## config.mk

```make
export PLATFORM = sky130hd
export DESIGN_NAME = alu_load_ctrl_flat
export DESIGN_NICKNAME = d
export VERILOG_FILES = /design/src/rtl/alu_load_ctrl_if.sv /design/src/rtl/alu_load_ctrl.sv /design/src/flat_wrapper.sv
export SDC_FILE = /design/constraint.sdc
export NUM_CORES = 1
export LEC_CHECK = 0
export CORE_MARGIN = 5
export CORE_UTILIZATION = 45
export DETAILED_ROUTE_END_ITERATION = 10
export GPL_TIMING_DRIVEN = 0
export PLACE_DENSITY_LB_ADDON = 0.25
export REMOVE_ABC_BUFFERS = 1
export SETUP_SLACK_MARGIN = 0.3
export SYNTH_ARGS = -nofsm -noshare
export SYNTH_HDL_FRONTEND = slang
export SYNTH_SLANG_ARGS = --single-unit
export TNS_END_PERCENT = 100
```

## constraint.sdc

```tcl
create_clock -name clk -period 3.94 [get_ports clk]
set_input_delay 0.788 -clock clk [delete_from_list [all_inputs] [get_ports clk]]
set_output_delay 0.788 -clock clk [all_outputs]
set_load 0.01 [all_outputs]
```

## src/rtl/alu_load_ctrl_if.sv

```systemverilog
// alu_load_ctrl_if: board-side buttons/switches in, ALU operand/opcode registers and status out.
// Rev 1.0
`default_nettype none

interface alu_load_ctrl_if #(
  parameter int NBITS  = 8,
  parameter int COD_OP = 6
);
  logic [2:0]        pulsador;
  logic [NBITS-1:0]  entrada;
  logic [NBITS-1:0]  operando_A;
  logic [NBITS-1:0]  operando_B;
  logic [COD_OP-1:0] cod_operacion;
  logic              valid;
  logic              upd;
  logic              err;
  logic [1:0]        state;

  modport master (
    output pulsador, entrada,
    input  operando_A, operando_B, cod_operacion, valid, upd, err, state
  );

  modport slave (
    input  pulsador, entrada,
    output operando_A, operando_B, cod_operacion, valid, upd, err, state
  );
endinterface

`default_nettype wire

```

## src/rtl/alu_load_ctrl.sv

```systemverilog
// alu_load_ctrl: conditions three push-buttons and loads A, B, opcode in order for the ALU.
// Rev 1.0
`default_nettype none

module alu_load_ctrl #(
  parameter int NBITS     = 8,
  parameter int COD_OP    = 6,
  parameter int DB_CYCLES = 4
) (
  input  logic            clk,
  input  logic            reset,
  alu_load_ctrl_if.slave  bus
);

  localparam int CW = (DB_CYCLES < 1) ? 1 : $clog2(DB_CYCLES + 1);
  localparam logic [CW-1:0] CNT_LAST = CW'(DB_CYCLES - 1);

  typedef enum logic [1:0] {
    S_A   = 2'b00,
    S_B   = 2'b01,
    S_OP  = 2'b10,
    S_RUN = 2'b11
  } state_t;

  logic [2:0]    sync1, sync2, deb, deb_d, press;
  logic [CW-1:0] cnt [3];
  logic [2:0]    sel;

  state_t            state;
  logic [NBITS-1:0]  op_a, op_b;
  logic [COD_OP-1:0] op_code;
  logic              upd, err;

  // Button conditioning: sync, debounce, then a registered rising-edge pulse of the debounced level.
  always_ff @(posedge clk) begin
    if (reset) begin
      sync1 <= '0;
      sync2 <= '0;
      deb   <= '0;
      deb_d <= '0;
      press <= '0;
      for (int i = 0; i < 3; i++) cnt[i] <= '0;
    end else begin
      sync1 <= bus.pulsador;
      sync2 <= sync1;
      deb_d <= deb;
      press <= deb & ~deb_d;
      for (int i = 0; i < 3; i++) begin
        if (sync2[i] == deb[i]) begin
          cnt[i] <= '0;
        end else if (cnt[i] == CNT_LAST) begin
          deb[i] <= ~deb[i];
          cnt[i] <= '0;
        end else begin
          cnt[i] <= cnt[i] + 1'b1;
        end
      end
    end
  end

  // Lowest index wins when several presses land in the same cycle.
  always_comb begin
    sel    = '0;
    sel[0] = press[0];
    sel[1] = press[1] & ~press[0];
    sel[2] = press[2] & ~(|press[1:0]);
  end

  always_ff @(posedge clk) begin
    if (reset) begin
      state   <= S_A;
      op_a    <= '0;
      op_b    <= '0;
      op_code <= '0;
      upd     <= 1'b0;
      err     <= 1'b0;
    end else begin
      upd <= 1'b0;
      err <= 1'b0;
      case (state)
        S_A: begin
          if (sel[0]) begin
            op_a  <= bus.entrada;
            state <= S_B;
          end else if (sel[1] | sel[2]) begin
            err <= 1'b1;
          end
        end
        S_B: begin
          if (sel[0]) begin
            op_a <= bus.entrada;
          end else if (sel[1]) begin
            op_b  <= bus.entrada;
            state <= S_OP;
          end else if (sel[2]) begin
            err <= 1'b1;
          end
        end
        S_OP: begin
          if (sel[0]) begin
            op_a  <= bus.entrada;
            state <= S_B;
          end else if (sel[1]) begin
            op_b <= bus.entrada;
          end else if (sel[2]) begin
            op_code <= bus.entrada[COD_OP-1:0];
            state   <= S_RUN;
            upd     <= 1'b1;
          end
        end
        default: begin
          if (sel[0]) op_a <= bus.entrada;
          if (sel[1]) op_b <= bus.entrada;
          if (sel[2]) op_code <= bus.entrada[COD_OP-1:0];
          upd <= |sel;
        end
      endcase
    end
  end

  assign bus.operando_A    = op_a;
  assign bus.operando_B    = op_b;
  assign bus.cod_operacion = op_code;
  assign bus.valid         = (state == S_RUN);
  assign bus.upd           = upd;
  assign bus.err           = err;
  assign bus.state         = state;

endmodule

`default_nettype wire
```

## src/flat_wrapper.sv

```systemverilog
// flat-port wrapper written by rule: the top's interface ports become plain ports
module alu_load_ctrl_flat 
#(
  parameter int NBITS     = 8,
  parameter int COD_OP    = 6,
  parameter int DB_CYCLES = 4
)
  (clk, reset, bus_pulsador, bus_entrada, bus_operando_A, bus_operando_B, bus_cod_operacion, bus_valid, bus_upd, bus_err, bus_state);
  alu_load_ctrl_if #(.NBITS(NBITS), .COD_OP(COD_OP)) bus_i ();
  input  logic clk;
  input  logic reset;
  input wire logic [$bits(bus_i.pulsador)-1:0] bus_pulsador;
  input wire logic [$bits(bus_i.entrada)-1:0] bus_entrada;
  output wire logic [$bits(bus_i.operando_A)-1:0] bus_operando_A;
  output wire logic [$bits(bus_i.operando_B)-1:0] bus_operando_B;
  output wire logic [$bits(bus_i.cod_operacion)-1:0] bus_cod_operacion;
  output wire logic [$bits(bus_i.valid)-1:0] bus_valid;
  output wire logic [$bits(bus_i.upd)-1:0] bus_upd;
  output wire logic [$bits(bus_i.err)-1:0] bus_err;
  output wire logic [$bits(bus_i.state)-1:0] bus_state;
  assign bus_i.pulsador = bus_pulsador;
  assign bus_i.entrada = bus_entrada;
  assign bus_operando_A = bus_i.operando_A;
  assign bus_operando_B = bus_i.operando_B;
  assign bus_cod_operacion = bus_i.cod_operacion;
  assign bus_valid = bus_i.valid;
  assign bus_upd = bus_i.upd;
  assign bus_err = bus_i.err;
  assign bus_state = bus_i.state;
  alu_load_ctrl #(.NBITS(NBITS), .COD_OP(COD_OP), .DB_CYCLES(DB_CYCLES)) u_core (.clk(clk), .reset(reset), .bus(bus_i));
endmodule
```

==> metrics <==
status completed; CTS root buf clkbuf_8; CP delay by family, top buffers and inverters; # IOs 40; pwr/cell area 370 nW/um^2; PostCTS Resize Cnt 0; DR iter-0 viols 83; CTS Buffer Depth 2; max incr delay on CP 0.54 ns; final critical-path share of the clock period 57.6%; hold wc startpoint u_core.deb_d[2]$_SDFF_PP0_; Post-synth ARST share 0%; slew of the pin with the lowest slew margin 0.723 ns; WS Path Type reg2out; area of the mapped netlist 1930 um^2; Post-Layout Inst Area 2460 um^2; leak pwr 0.898 nW; Initial Utilization 47.2%; Highest Signal Layer met4; utilization after layout 60.2%; Die Area 5700 um^2; RSZ-0062 raised after global routing false; clock edge transition at the registers on the reported setup and hold paths 0.09 ns; register area 1090 um^2; layout cells sized above 1 3.78%; H-tree Lvls 2; post-synthesis cell count 191; first-pass GRT wire length 5460 um; peak supply drop 0.265 mV; CTS tree yes; hold_buf cts 0; Max-Cap Viols 0; GRT overflow 0; most frequent cell after synthesis dfxtp_1; Max Slew Vio Count 0; setup_tns 0 ns; ANT cells 0; Cell Area, Placed 2380 um^2; Clock Skew 0.0101 ns; Total GRT Usage 13.0%; Placer Congestion 0.773; DRT Wirelength 3350 um; syn avg cell area 10.1 um^2; Yosys warning count 0; Worst R2R Start u_core.bus.state[0]$_SDFFE_PP0P_; multi-input logic area 800 um^2; Final Setup Violations 0; Crit path buffers/inverters 1; DP HPWL 2410 um; arrival time at the worst endpoint 1.48 ns; Sink Count 50; count of cell types in the netlist 26; Post-route DRC 0; critical-path cell list ha_1 > clkdlybuf4s50_1; Worst Path Required 3.15 ns; WL met2 1480 um; EDFF count, synth 9; sequential share of the synthesized area 56.5%; clock latency on the worst-skew pair 0.30 ns; minimum clock period 2.27 ns; Die Span Y 75.5 um; post-DR wirelength/cell 11.6 um; initial antenna violation count 0; flops & latches, synth 50; fmax 441 MHz; site row count 23; Die X 75.5 um; crit path from u_core.bus.state[0]$_SDFFE_PP0P_; Core ar. 4090 um^2; final antenna-violating net count 0; top-area cell type share of the netlist area 42.5%; Slew headroom 51.8%; via count 1381; CP Max Fanout 5; top cell type by total area after synthesis dfxtp_1; pin count of the biggest net entering global routing 44; synthesis-to-finish area growth 27.4%; # fillers 386; commonest cells in the netlist dfxtp_1 (41), nor2_1 (25), a21oi_1 (16), nand2_1 (16), nor2b_1 (12); ys flop type dfxtp_1; Final Power 911 uW; Buffers on Ports 39; Crit-path slowest cell clkdlybuf4s50_1; top cells by area, synth dfxtp_1 (43%), edfxtp_1 (14%), ha_1 (7.1%); Via density 4.80; Hold Path Class reg2reg; crit start category flop; post-CTS setup buffers 0; vias in the first global route 1231; Crit. End Element output port; 1st-pass router iterations 4; TritonCTS Buffers 5; final net count 261; Final Hold Vio Count 0; Met3 Wirelength 274 um; met1 WL 1510 um
## routing by layer
layer / track usage, % / vias up
met3: 4.88 / 5
met2: 21.0 / 33
met1: 14.9 / 626
met4: 6.99 / 0
li1: - / 717
met5: 0 / -
## registers in the layout, summed over array words and instances, names as in the netlist
| name | count |
|---|---|
| u_core.cnt | 9 |
| u_core.bus.operando_A | 8 |
| u_core.bus.operando_B | 8 |
| u_core.bus.cod_operacion | 6 |
| u_core.deb | 3 |
| u_core.deb_d | 3 |
| u_core.press | 3 |
| u_core.sync1 | 3 |
| u_core.sync2 | 3 |
| u_core.bus.state | 2 |
| u_core.bus.err | 1 |
| u_core.bus.upd | 1 |
## report_power, final
part | switching, mW | total (mW) | leakage, nW | internal (mW)
Clock | 0.157 | 0.283 | 0.0385 | 0.126
Sequential | 0.00775 | 0.538 | 0.424 | 0.530
Combinational | 0.0493 | 0.0895 | 0.436 | 0.0402
Total | 0.214 | 0.911 | 0.898 | 0.696
## metrics by stage
step                worst slack, ns  instances  hold WS [ns]
detailed placement             1.90        280         0.375
CTS                            1.64        288         0.386
floorplan                      2.13        191         0.367
finish                         1.67        288         0.384
global route                   1.56        288         0.401
global placement              0.968        280         0.371
## cell usage in the layout, fill, tap and decap left out, types with 9 or more instances in the layout
master,count
edfxtp_1,9
nand2_1,16
a21oi_1,16
conb_1,9
nor2_1,25
ha_1,11
nor2b_1,12
mux2i_1,11
dfxtp_1,41
clkdlybuf4s50_1,38
inv_1,10
## logic make-up after synthesis
group | synth area share [%]
AOI/OAI and AO/OA | 7.71
xor gates and xnor gates | 1.36
adders and majority gates | 7.13
buffers and inverters | 3.63
DFF | 56.5
muxes | 6.87
other | 0.194
and+or+nand+nor | 16.6
## final cells by class
type / count / area share [%]
repair buffers: 39 / 15.7
clock buffers: 7 / 3.10
flip-flops and latches: 50 / 44.4
well taps: 50 / 2.54
inverters: 10 / 1.53
multi-input cells: 131 / 32.5
clock inverters: 1 / 0.305
## worst paths after layout
path         cells after the start                                  endpoint  slack (ns)
max                              2                                 bus_valid        1.67
max reg2reg                      6  u_core.bus.cod_operacion[1]$_SDFFE_PP0P_        1.91
min                              1                u_core.press[2]$_SDFF_PP0_        0.38
min reg2reg                      1                u_core.press[2]$_SDFF_PP0_        0.38
(Power assumes the default switching activity.)
